File: config.mk
export PLATFORM = sky130hd
export DESIGN_NAME = drum_accum_stage_flat
export DESIGN_NICKNAME = d
export VERILOG_FILES = /design/src/rtl/drum_accum_stage_pkg.sv /design/src/rtl/drum_accum_stage_if.sv /design/src/rtl/drum_accum_stage_sat_add.sv /design/src/rtl/drum_accum_stage.sv /design/src/flat_wrapper.sv
export SDC_FILE = /design/constraint.sdc
export NUM_CORES = 1
export LEC_CHECK = 0
export CAP_MARGIN = 20
export CORE_UTILIZATION = 40
export DETAILED_ROUTE_END_ITERATION = 7
export PLACE_DENSITY = 0.67
export SLEW_MARGIN = 15
export SYNTH_ARGS = -nofsm -noshare
export SYNTH_HDL_FRONTEND = slang
export SYNTH_HIERARCHICAL = 1
export SYNTH_SLANG_ARGS = --single-unit
File: constraint.sdc
create_clock -name clk -period 4.3 [get_ports clk]
set_input_delay 0.86 -clock clk [delete_from_list [all_inputs] [get_ports clk]]
set_output_delay 0.86 -clock clk [all_outputs]
set_load 0.02 [all_outputs]
File: src/rtl/drum_accum_stage_pkg.sv
// Shared defaults, FSM state codes and small types for the DRUM product accumulator stage.
package drum_accum_stage_pkg;

    localparam int PROD_W_DEF = 32;
    localparam int ACC_W_DEF  = 40;
    localparam int CNT_W_DEF  = 16;

    localparam logic [0:0] ST_IDLE  = 1'b0;
    localparam logic [0:0] ST_ACCUM = 1'b1;

    // Saturation events raised by one accepted term.
    typedef struct packed {
        logic acc_sat;
        logic cnt_sat;
    } sat_flags_t;

endpackage

File: src/rtl/drum_accum_stage_if.sv
// Product-in / sum-out handshake bundle of the accumulator stage.
interface drum_accum_stage_if
    import drum_accum_stage_pkg::*;
#(
    parameter int PROD_W = PROD_W_DEF,
    parameter int ACC_W  = ACC_W_DEF,
    parameter int CNT_W  = CNT_W_DEF
);
    logic              clear;
    logic              prod_valid;
    logic              prod_ready;
    logic [PROD_W-1:0] prod_data;
    logic              prod_last;
    logic              sum_valid;
    logic              sum_ready;
    logic [ACC_W-1:0]  sum_data;
    logic [CNT_W-1:0]  sum_count;
    logic              sum_sat;

    modport master (
        output clear, prod_valid, prod_data, prod_last, sum_ready,
        input  prod_ready, sum_valid, sum_data, sum_count, sum_sat
    );

    modport slave (
        input  clear, prod_valid, prod_data, prod_last, sum_ready,
        output prod_ready, sum_valid, sum_data, sum_count, sum_sat
    );

endinterface

File: src/rtl/drum_accum_stage_sat_add.sv
// Unsigned W-bit adder that clamps to all-ones on overflow and flags it.
module drum_accum_stage_sat_add #(
    parameter int W = 8
) (
    input  logic [W-1:0] a,
    input  logic [W-1:0] b,
    output logic [W-1:0] sum,
    output logic         sat
);

    logic [W:0] full_sum;

    assign full_sum = {1'b0, a} + {1'b0, b};
    assign sat      = full_sum[W];
    assign sum      = full_sum[W] ? {W{1'b1}} : full_sum[W-1:0];

endmodule

File: src/rtl/drum_accum_stage.sv
// Saturating streaming accumulator for DRUM multiplier products; one registered
// result (sum, term count, saturation flag) per group closed by prod_last.
module drum_accum_stage
    import drum_accum_stage_pkg::*;
#(
    parameter int PROD_W = PROD_W_DEF,
    parameter int ACC_W  = ACC_W_DEF,
    parameter int CNT_W  = CNT_W_DEF
) (
    input logic               clk,
    input logic               rst,
    drum_accum_stage_if.slave bus
);

    logic [0:0]       state_reg;
    logic [ACC_W-1:0] acc_reg;
    logic [CNT_W-1:0] cnt_reg;
    logic             sat_reg;

    logic             sum_valid_reg;
    logic [ACC_W-1:0] sum_data_reg;
    logic [CNT_W-1:0] sum_count_reg;
    logic             sum_sat_reg;

    logic             accept;
    logic             accept_last;
    logic             accept_mid;
    logic [ACC_W-1:0] acc_base;
    logic [CNT_W-1:0] cnt_base;
    logic [ACC_W-1:0] acc_next;
    logic [CNT_W-1:0] cnt_next;
    logic [ACC_W-1:0] prod_ext;
    sat_flags_t       new_sat;

    // A last term needs the output slot to be empty or emptying this very cycle.
    assign bus.prod_ready = !bus.clear &&
                            (!bus.prod_last || !sum_valid_reg || bus.sum_ready);

    assign accept      = bus.prod_valid && bus.prod_ready;
    assign accept_last = accept && bus.prod_last;
    assign accept_mid  = accept && !bus.prod_last;

    // A group always starts from zero, so IDLE ignores the running registers.
    assign acc_base = (state_reg == ST_IDLE) ? '0 : acc_reg;
    assign cnt_base = (state_reg == ST_IDLE) ? '0 : cnt_reg;
    assign prod_ext = ACC_W'(bus.prod_data);

    drum_accum_stage_sat_add #(.W(ACC_W)) u_acc_add (
        .a   (acc_base),
        .b   (prod_ext),
        .sum (acc_next),
        .sat (new_sat.acc_sat)
    );

    drum_accum_stage_sat_add #(.W(CNT_W)) u_cnt_add (
        .a   (cnt_base),
        .b   (CNT_W'(1)),
        .sum (cnt_next),
        .sat (new_sat.cnt_sat)
    );

    always_ff @(posedge clk or posedge rst) begin
        if (rst) begin
            state_reg <= ST_IDLE;
            acc_reg   <= '0;
            cnt_reg   <= '0;
            sat_reg   <= 1'b0;
        end else if (bus.clear || accept_last) begin
            state_reg <= ST_IDLE;
            acc_reg   <= '0;
            cnt_reg   <= '0;
            sat_reg   <= 1'b0;
        end else if (accept_mid) begin
            state_reg <= ST_ACCUM;
            acc_reg   <= acc_next;
            cnt_reg   <= cnt_next;
            sat_reg   <= sat_reg | new_sat.acc_sat | new_sat.cnt_sat;
        end
    end

    // Output slot: a new result may overwrite a result being drained in the same cycle.
    always_ff @(posedge clk or posedge rst) begin
        if (rst) begin
            sum_valid_reg <= 1'b0;
            sum_data_reg  <= '0;
            sum_count_reg <= '0;
            sum_sat_reg   <= 1'b0;
        end else if (accept_last) begin
            sum_valid_reg <= 1'b1;
            sum_data_reg  <= acc_next;
            sum_count_reg <= cnt_next;
            sum_sat_reg   <= sat_reg | new_sat.acc_sat | new_sat.cnt_sat;
        end else if (sum_valid_reg && bus.sum_ready) begin
            sum_valid_reg <= 1'b0;
        end
    end

    assign bus.sum_valid = sum_valid_reg;
    assign bus.sum_data  = sum_data_reg;
    assign bus.sum_count = sum_count_reg;
    assign bus.sum_sat   = sum_sat_reg;

endmodule

File: src/flat_wrapper.sv
// flat-port wrapper written by rule: the top's interface ports become plain ports
module drum_accum_stage_flat import drum_accum_stage_pkg::*;
#(
    parameter int PROD_W = PROD_W_DEF,
    parameter int ACC_W  = ACC_W_DEF,
    parameter int CNT_W  = CNT_W_DEF
)
  (clk, rst, bus_clear, bus_prod_valid, bus_prod_data, bus_prod_last, bus_sum_ready, bus_prod_ready, bus_sum_valid, bus_sum_data, bus_sum_count, bus_sum_sat);
  drum_accum_stage_if #(.PROD_W(PROD_W), .ACC_W(ACC_W), .CNT_W(CNT_W)) bus_i ();
  input logic clk;
  input logic rst;
  input wire logic [$bits(bus_i.clear)-1:0] bus_clear;
  input wire logic [$bits(bus_i.prod_valid)-1:0] bus_prod_valid;
  input wire logic [$bits(bus_i.prod_data)-1:0] bus_prod_data;
  input wire logic [$bits(bus_i.prod_last)-1:0] bus_prod_last;
  input wire logic [$bits(bus_i.sum_ready)-1:0] bus_sum_ready;
  output wire logic [$bits(bus_i.prod_ready)-1:0] bus_prod_ready;
  output wire logic [$bits(bus_i.sum_valid)-1:0] bus_sum_valid;
  output wire logic [$bits(bus_i.sum_data)-1:0] bus_sum_data;
  output wire logic [$bits(bus_i.sum_count)-1:0] bus_sum_count;
  output wire logic [$bits(bus_i.sum_sat)-1:0] bus_sum_sat;
  assign bus_i.clear = bus_clear;
  assign bus_i.prod_valid = bus_prod_valid;
  assign bus_i.prod_data = bus_prod_data;
  assign bus_i.prod_last = bus_prod_last;
  assign bus_i.sum_ready = bus_sum_ready;
  assign bus_prod_ready = bus_i.prod_ready;
  assign bus_sum_valid = bus_i.sum_valid;
  assign bus_sum_data = bus_i.sum_data;
  assign bus_sum_count = bus_i.sum_count;
  assign bus_sum_sat = bus_i.sum_sat;
  drum_accum_stage #(.PROD_W(PROD_W), .ACC_W(ACC_W), .CNT_W(CNT_W)) u_core (.clk(clk), .rst(rst), .bus(bus_i));
endmodule
==> impl_metrics.env, run 1 <==
export IMPL_p_leak_uw=0.004605
export IMPL_wl_mm=18.99
export IMPL_grt_use_met2_pct=31.68
export IMPL_fin_crit_ns=3.893
export IMPL_synth_ff_type="dfrtp_1"
export IMPL_syn_avg_cell_area_um2=9.850
export IMPL_worst_ep_required_time_ns=4.60
export IMPL_drtPass1Iterations=5
export IMPL_drt_initial_drc_count=341
export IMPL_finalMaxSlewViolations=0
export IMPL_finalWeightedCongestion=0.8646
export IMPL_total_power_uw=3694
export IMPL_yosysWarningCount=6
export IMPL_tns_ns=0
export IMPL_hold_viol_final=0
export IMPL_async_flop_share_pct=100.0
export IMPL_power_per_cell_area_mw_per_mm2=371.7
export IMPL_ir_drop_mv=0.2892
export IMPL_slew_headroom_pct=38.67
export IMPL_critPathCaptureType="flip-flop"
export IMPL_die_h_um=143.1
export IMPL_cts_tree="built"
export IMPL_n_fill_cell=1788
export IMPL_area_growth_pct=24.73
export IMPL_grt_pass1_vias=6275
export IMPL_final_common_cell="dfrtp_1"
export IMPL_ant_nets=0
export IMPL_post_layout_nonfiller_instances=1204
export IMPL_htree_levels=4
export IMPL_track_usage_pct=19.77
export IMPL_rsz0062_at_grt="no"
export IMPL_grt_pass1_wl_mm=31.74
export IMPL_seq_area_frac_synth_pct=36.43
export IMPL_critPathKind="in -> reg"
export IMPL_post_dp_hpwl_mm=13.35
export IMPL_clock_latency_ns=0.43
export IMPL_fmax_ghz=0.2569
export IMPL_post_route_period_util_pct=90.53
export IMPL_setup_viol=0
export IMPL_drt_wirelength_per_cell_um=15.77
export IMPL_grt_ovfl_total=0
export IMPL_hp_class="reg -> reg"
export IMPL_rows=51
export IMPL_final_cell_mix="dfrtp_1 (116), clkdlybuf4s50_1 (96), nand2_1 (73)"
export IMPL_cp_start_kind="input pin"
export IMPL_die_w_um=143.1
export IMPL_maxCapViolations=0
export IMPL_grt_met3_usage_pct=4.527
export IMPL_tightest_slew_ns=0.9199
export IMPL_syn_area_mm2=0.007969
export IMPL_post_cts_setup_buffers=0
export IMPL_antenna_found_initial=0
export IMPL_yosys_register_bits=116
export IMPL_cts_buffer_depth=2
export IMPL_rr_startpoint="u_core/state_reg$_DFFE_PP0P_"
export IMPL_cp_arrival_ns=4.19
export IMPL_grt_util_met1_pct=26.56
export IMPL_clock_skew_final_ns=0.009757
export IMPL_outcome="complete, no violations"
export IMPL_grt_max_degree=74
export IMPL_dieArea_mm2=0.02049
export IMPL_clkTransAtPathRegs_ns=0.05
export IMPL_crit_fanout=16
export IMPL_ios=97
export IMPL_numClockSinks=116
export IMPL_start_util_pct=40.81
export IMPL_diodes=0
export IMPL_cts_hold_repair_buffers=0
export IMPL_placed_cells_incl_taps=1172
export IMPL_synth_edf_count=0
export IMPL_coreArea_mm2=0.01953
export IMPL_grt_busiest_layer="met2"
export IMPL_drive_gt1_share_pct=14.59
export IMPL_num_nets_final=1022
export IMPL_cts_buffers=17
export IMPL_drc=0
export IMPL_critPathLaunch="bus_prod_data[0]"
export IMPL_vias=6360
export IMPL_hp_start="u_core/bus.sum_data[26]$_DFFE_PP0P_"
export IMPL_cts_resized=0
export IMPL_syn_inst=809
export IMPL_port_buffers=96
export IMPL_root_buffer="clkbuf_16"
export IMPL_yosysUniqueCellTypes=68
export IMPL_vias_per_cell=5.282
## cells by family after synthesis
family                   count (synthesis)  synth area share (%)
adder cells (fa/ha/maj)                 58                 9.295
XOR/XNOR                                47                 5.166
AO/OA/AOI/OAI                          225                 21.34
flip-flops                             116                 36.43
AND/OR/NAND/NOR                        233                 15.10
other                                    2               0.09424
multiplexers                            59                 8.306
buffers and inverters                   69                 4.271
## layout make-up
class	count	area, um2	share of cell area, %
clock buffers	21	470.5	4.733
clock inverters	11	150.1	1.511
inverters	25	96.34	0.9693
multi-input cells	647	4830	48.59
flip-flops and latches	116	2903	29.20
well taps	265	331.6	3.336
repair buffers	119	1159	11.66
## report_power, final
group / switching [uW] / total [uW] / internal [uW]
Sequential: 86.3 / 1330 / 1240
Clock: 520 / 1480 / 957
Combinational: 448 / 888 / 440
## worst paths after layout
path,slack [ns],to,cells past startpoint
min reg2reg,0.48,u_core/bus.sum_data[26]$_DFFE_PP0P_,1
max reg2reg,0.41,u_core/bus.sum_data[17]$_DFFE_PP0P_,14
max,0.41,u_core/bus.sum_data[17]$_DFFE_PP0P_,14
max in group asynchronous,2.53,u_core/acc_reg[25]$_DFFE_PP0P_,3
min,0.48,u_core/bus.sum_data[26]$_DFFE_PP0P_,1
min in group asynchronous,0.99,u_core/bus.sum_data[0]$_DFFE_PP0P_,2
## per-layer routing
metal | up-vias | routed length (um) | share of wire, %
met1 | 3083 | 9185 | 48
met2 | 115 | 8899 | 47
met3 | 20 | 721 | 3.8
met5 | - | 0 | 0
li1 | 3142 | - | -
met4 | 0 | 185 | 0.97
## cell usage after synthesis (all sizes together), types with 12 or more instances
cell | n | share of area, %
nand3 | 12 | 0.75
a22o | 56 | 6.2
xor2 | 23 | 2.5
nand2 | 89 | 4.7
clkbuf | 20 | 0.94
dfrtp | 116 | 36
o21ai | 30 | 2.0
ha | 56 | 8.8
a21oi | 56 | 3.6
buf | 24 | 2.2
xnor2 | 24 | 2.6
nor2 | 32 | 1.5
inv | 25 | 1.2
a21o | 20 | 1.9
and2 | 56 | 4.4
mux2 | 57 | 8.1
## worst max-delay path: stages
cell and delay, ns:
clkdlybuf4s50_1 0.42, ha_1 0.21, fa_1 0.43, a211oi_2 0.32, o31ai_4 0.12, o31ai_4 0.24, o21ai_4 0.13, a31oi_4 0.24
o211ai_2 0.14, nand2_2 0.13, o221a_4 0.24, buf_4 0.27, nand2_1 0.13, mux2_1 0.30
## stage by stage
step	util, %	setup WS, ns	cell area, um2	hold WS (ns)
2_1_floorplan	-	0.3517	8055	0.4577
3_3_place_gp	47.73	0.02474	9319	0.4672
3_5_place_dp	47.73	0.0004894	9319	0.4754
4_1_cts	50.90	0.4091	9940	0.4874
5_1_grt	50.90	0.1136	9940	0.5001
6_report	50.90	0.4072	9940	0.4823
No activity file was read; power rests on OpenSTA's default activity.
==> run 2, diff against run 1 <==
ABC_CLOCK_PERIOD_IN_PS = 4300   (was unset)
CORE_UTILIZATION = 35   (was 40)
PLACE_DENSITY = 0.6   (was 0.67)
==> impl_metrics.env, run 2 (same netlist as run 1, synthesis figures left out) <==
export IMPL_root_buffer="clkbuf_16"
export IMPL_num_nets_final=1022
export IMPL_crit_buf_inv=2
export IMPL_fmax_ghz=0.2585
export IMPL_vias=6304
export IMPL_slowest_delay_ns=0.44
export IMPL_post_dp_hpwl_mm=14.01
export IMPL_die_h_um=152.9
export IMPL_die_w_um=152.9
export IMPL_crit_fanout=17
export IMPL_rows=54
export IMPL_coreArea_mm2=0.02209
export IMPL_setup_viol=0
export IMPL_placed_area_mm2=0.009338
export IMPL_clkTransAtPathRegs_ns=0.05
export IMPL_outcome="complete, no violations"
export IMPL_grt_max_degree=61
export IMPL_power_per_cell_area_mw_per_mm2=364.0
export IMPL_critPathCaptureType="flip-flop"
export IMPL_tns_ns=0
export IMPL_post_route_period_util_pct=89.98
export IMPL_seqCellArea_mm2=0.002904
export IMPL_grt_pass1_wl_mm=33.51
export IMPL_vias_per_cell=5.171
export IMPL_ios=97
export IMPL_port_buffers=96
export IMPL_maxCapViolations=0
export IMPL_multi_input_area_mm2=0.004830
export IMPL_ant_nets=0
export IMPL_diodes=0
export IMPL_fin_crit_ns=3.869
export IMPL_ir_drop_mv=0.2308
export IMPL_grt_ovfl_total=0
export IMPL_drt_initial_drc_count=415
export IMPL_dieArea_mm2=0.02338
export IMPL_cts_buffers=17
export IMPL_hp_class="reg -> reg"
export IMPL_post_cts_setup_buffers=0
export IMPL_p_leak_uw=0.004597
export IMPL_drc=0
export IMPL_drtPass1Iterations=5
export IMPL_grt_pass1_vias=6512
export IMPL_final_cell_mix="dfrtp_1 (115), clkdlybuf4s50_1 (96), nand2_1 (73)"
export IMPL_crit_top_cell="o31ai_4"
export IMPL_drive_gt1_share_pct=14.38
export IMPL_drt_wirelength_per_cell_um=16.09
export IMPL_critical_path_top_delay_family="compound AO/OA/AOI/OAI gates"
export IMPL_crit_chain="clkdlybuf4s50_1 > ha_1 > fa_1 > a211oi_2 > o31ai_4 > o31ai_4 > o21ai_4 > a31oi_4 > o211ai_2 > nand2_2 > o221a_4 > buf_4 > o21ai_0 > mux2_2"
export IMPL_cp_start_kind="input pin"
export IMPL_finalWeightedCongestion=0.8932
export IMPL_cts_tree="built"
export IMPL_antenna_found_initial=0
export IMPL_slew_headroom_pct=42.98
export IMPL_final_area_mm2=0.009911
export IMPL_critical_path_slowest_cell="clkdlybuf4s50_1"
export IMPL_final_common_cell="dfrtp_1"
export IMPL_hold_viol_final=0
export IMPL_n_fill_cell=2083
export IMPL_numClockSinks=116
export IMPL_cp_arrival_ns=4.17
export IMPL_worst_ep_required_time_ns=4.60
export IMPL_clock_skew_final_ns=0.008652
export IMPL_tightest_slew_ns=0.8534
export IMPL_cts_buffer_depth=2
export IMPL_clock_latency_ns=0.42
export IMPL_wl_mm=19.61
export IMPL_rsz0062_at_grt="no"
export IMPL_finalMaxSlewViolations=0
export IMPL_area_growth_pct=24.37
export IMPL_track_usage_pct=17.78
export IMPL_start_util_pct=36.07
export IMPL_critPathKind="in -> reg"
export IMPL_htree_levels=4
export IMPL_utilization_pct=44.86
run 2: cell count changes in the layout (fill, tap and decap cells not counted):
| cell | change |
|---|---|
| clkinv_2 | +3 |
| clkbuf_1 | +3 |
| inv_6 | -1 |
| clkinvlp_4 | -3 |
| dfrtp_1 | -1 |
| clkbuf_8 | -1 |
| bufinv_16 | -1 |
| dfrtp_2 | +1 |
run 2: path summary, 6_finish.rpt:
| path | depth (start not counted) | to | slack (ns) | from |
|---|---|---|---|---|
| max in group asynchronous | 3 | u_core/acc_reg[15]$_DFFE_PP0P_ | 2.56 | rst |
| min reg2reg | 1 | u_core/bus.sum_data[26]$_DFFE_PP0P_ | 0.48 | u_core/bus.sum_data[26]$_DFFE_PP0P_ |
| min in group asynchronous | 2 | u_core/bus.sum_count[14]$_DFFE_PP0P_ | 0.93 | rst |
| max | 14 | u_core/bus.sum_data[3]$_DFFE_PP0P_ | 0.43 | bus_prod_data[0] |
| max reg2reg | 14 | u_core/bus.sum_data[3]$_DFFE_PP0P_ | 0.51 | u_core/state_reg$_DFFE_PP0P_ |
| min | 1 | u_core/bus.sum_data[26]$_DFFE_PP0P_ | 0.48 | u_core/bus.sum_data[26]$_DFFE_PP0P_ |
run 2: what timing repair did:
item	4_1_cts	5_1_grt
endpoints found under the hold margin	0	0
setup endpoints to repair	0	1
hold buffers	0	0
gates resized for setup	0	1
run 2: layer usage:
layer	GRT usage, %	vias to the layer above	wire (um)
li1	-	3143	-
met1	24.13	3008	9721
met2	28.66	132	8972
met3	3.261	21	637
met4	5.483	0	276
met5	0	-	0
run 2: area by class of cell:
class / instances / area share (%)
repair buffers: 119 / 11.69
multi-input cells: 647 / 48.73
clock buffers: 23 / 4.722
inverters: 25 / 0.9721
well taps: 280 / 3.535
flip-flops and latches: 116 / 29.30
clock inverters: 9 / 1.048
run 2: power breakdown:
group | leakage, uW | internal (uW) | switching, uW
logic | 0.00284 | 440 | 453
registers | 0.00148 | 1240 | 82.3
clock network | 0.000277 | 879 | 510
total | 0.00460 | 2560 | 1050
run 2: through the flow:
stage               setup WS, ns  instances  hold slack [ns]  power [uW]
global placement         0.05559       1187           0.4664        2239
floorplan                 0.3517        832           0.4577        1838
global route              0.2216       1219           0.4992        3782
detailed placement      -0.02944       1187           0.4738        2246
CTS                       0.2326       1219           0.4880        3662
finish                    0.4309       1219           0.4813        3608
run 2: worst reg2reg max path: cells and delay by family (launching register included):
kind / cells / cell delay, ns
AND/OR/NAND/NOR: 2 / 0.36
adder cells (fa/ha/maj): 2 / 0.66
flip-flops: 1 / 0.57
AO/OA/AOI/OAI: 8 / 1.57
buffers and inverters: 1 / 0.24
multiplexers: 1 / 0.29
==> run 3, diff against run 2 <==
CORE_UTILIZATION = 57   (was 35)
PLACE_DENSITY = 0.87   (was 0.6)
==> impl_metrics.env, run 3 (same netlist as run 1, synthesis figures left out) <==
export IMPL_outcome="complete, no violations"
export IMPL_clkTransAtPathRegs_ns=0.05
export IMPL_cts_hold_repair_buffers=0
export IMPL_drt_wirelength_per_cell_um=17.07
export IMPL_fmax_ghz=0.2550
export IMPL_cp_arrival_ns=4.27
export IMPL_post_route_period_util_pct=91.21
export IMPL_drive_gt1_share_pct=13.76
export IMPL_maxCapViolations=0
export IMPL_numClockSinks=116
export IMPL_drtPass1Iterations=5
export IMPL_post_dp_hpwl_mm=13.16
export IMPL_finalWeightedCongestion=0.9000
export IMPL_r2r_end="u_core/acc_reg[39]$_DFFE_PP0P_"
export IMPL_grt_pass1_wl_mm=31.78
export IMPL_cp_start_kind="flip-flop"
export IMPL_n_fill_cell=1003
export IMPL_cts_resized=0
export IMPL_ios=97
export IMPL_seqCellArea_mm2=0.002903
export IMPL_multi_input_area_mm2=0.004830
export IMPL_clock_skew_final_ns=0.005556
export IMPL_worst_ep_required_time_ns=4.65
export IMPL_rr_startpoint="u_core/state_reg$_DFFE_PP0P_"
export IMPL_slew_headroom_pct=53.52
export IMPL_clock_latency_ns=0.42
export IMPL_grt_ovfl_total=0
export IMPL_critPathLaunch="u_core/state_reg$_DFFE_PP0P_"
export IMPL_port_buffers=96
export IMPL_hp_class="reg -> reg"
export IMPL_start_util_pct=59.24
export IMPL_htree_levels=4
export IMPL_drt_initial_drc_count=428
export IMPL_area_growth_pct=21.92
export IMPL_grt_max_degree=59
export IMPL_power_per_cell_area_mw_per_mm2=371.0
export IMPL_pre_cts_slack_ns=0.01093
export IMPL_diodes=0
export IMPL_final_cell_mix="dfrtp_1 (116), clkdlybuf4s50_1 (96), nand2_1 (73)"
export IMPL_rrSetupSlack_ns=0.38
export IMPL_rows=42
export IMPL_total_power_uw=3604
export IMPL_grt_pass1_vias=6535
export IMPL_setup_slack_ns=0.3778
export IMPL_die_w_um=120.2
export IMPL_rr_worst_depth=12
export IMPL_final_common_cell="dfrtp_1"
export IMPL_setup_viol=0
export IMPL_ant_nets=0
export IMPL_wl_mm=18.88
export IMPL_vias=6553
export IMPL_drc=0
export IMPL_critPathKind="reg -> reg"
export IMPL_p_leak_uw=0.004572
export IMPL_vias_per_cell=5.925
export IMPL_finalMaxSlewViolations=0
export IMPL_hold_viol_final=0
export IMPL_cts_buffer_depth=2
export IMPL_critPathCaptureType="flip-flop"
export IMPL_ir_drop_mv=0.2622
export IMPL_die_h_um=120.2
export IMPL_post_cts_setup_buffers=0
export IMPL_post_layout_nonfiller_instances=1106
export IMPL_placed_cells_incl_taps=1074
export IMPL_dieArea_mm2=0.01446
export IMPL_root_buffer="clkbuf_16"
export IMPL_endpoint="u_core/acc_reg[39]$_DFFE_PP0P_"
export IMPL_fin_crit_ns=3.922
export IMPL_antenna_found_initial=0
export IMPL_coreArea_mm2=0.01345
export IMPL_num_nets_final=1013
export IMPL_tns_ns=0
export IMPL_tightest_slew_ns=0.6971
export IMPL_rsz0062_at_grt="no"
export IMPL_track_usage_pct=27.89
export IMPL_cts_tree="built"
export IMPL_cts_buffers=17
export IMPL_crit_fanout=39
[run 3: report_power, final]
| group | leakage, uW | switching, uW | internal, uW |
|---|---|---|---|
| Clock | 0.000299 | 479 | 905 |
| Combinational | 0.00280 | 452 | 436 |
| Sequential | 0.00148 | 87.8 | 1240 |
[run 3: critical path, stage by stage, from the launching register on]
cell and delay, ns:
dfrtp_1 0.49, buf_4 0.41, and2_1 0.19, ha_1 0.31
a21oi_1 0.30, nand2_1 0.09, a221oi_1 0.54, a211oi_2 0.16
o21a_1 0.31, a31oi_1 0.32, a21oi_1 0.17, mux2i_1 0.34
a22o_1 0.21
[run 3: area by class of cell]
| cell class | instances | area share, % |
|---|---|---|
| clock buffer | 22 | 4.984 |
| inverter | 25 | 0.9916 |
| tap | 176 | 2.267 |
| sequential | 116 | 29.88 |
| multi-input combinational | 647 | 49.71 |
| clock inverter | 10 | 1.069 |
| timing repair buffer | 110 | 11.10 |
[run 3: metrics by stage]
stage          util, %  area, um2  hold slack (ns)
6_report         72.22       9716           0.4817
5_1_grt          72.22       9716           0.4993
4_1_cts          72.22       9716           0.4859
3_5_place_dp     67.85       9128           0.4737
3_3_place_gp     67.85       9128           0.4696
2_1_floorplan        -       8055           0.4577
[run 3: routing by layer]
metal | part of all wire (%) | up-vias | track usage [%]
met2 | 49 | 199 | 46.95
met4 | 1.7 | 0 | 8.719
met5 | 0 | - | 0
met1 | 45 | 3202 | 35.86
li1 | - | 3121 | -
met3 | 4.4 | 31 | 6.038
[run 3: worst min-delay path by stage]
| stage | slack, ns | from | end | cells past startpoint |
|---|---|---|---|---|
| 2_1_floorplan | 0.46 | u_core/cnt_reg[0]$_DFFE_PP0P_ | u_core/cnt_reg[0]$_DFFE_PP0P_ | 1 |
| 3_3_place_gp | 0.47 | u_core/bus.sum_data[28]$_DFFE_PP0P_ | u_core/bus.sum_data[28]$_DFFE_PP0P_ | 1 |
| 3_5_place_dp | 0.47 | u_core/bus.sum_data[24]$_DFFE_PP0P_ | u_core/bus.sum_data[24]$_DFFE_PP0P_ | 1 |
| 4_1_cts | 0.49 | u_core/bus.sum_data[24]$_DFFE_PP0P_ | u_core/bus.sum_data[24]$_DFFE_PP0P_ | 1 |
| 5_1_grt | 0.50 | u_core/bus.sum_data[31]$_DFFE_PP0P_ | u_core/bus.sum_data[31]$_DFFE_PP0P_ | 1 |
| 6_report | 0.48 | u_core/bus.sum_data[24]$_DFFE_PP0P_ | u_core/bus.sum_data[24]$_DFFE_PP0P_ | 1 |
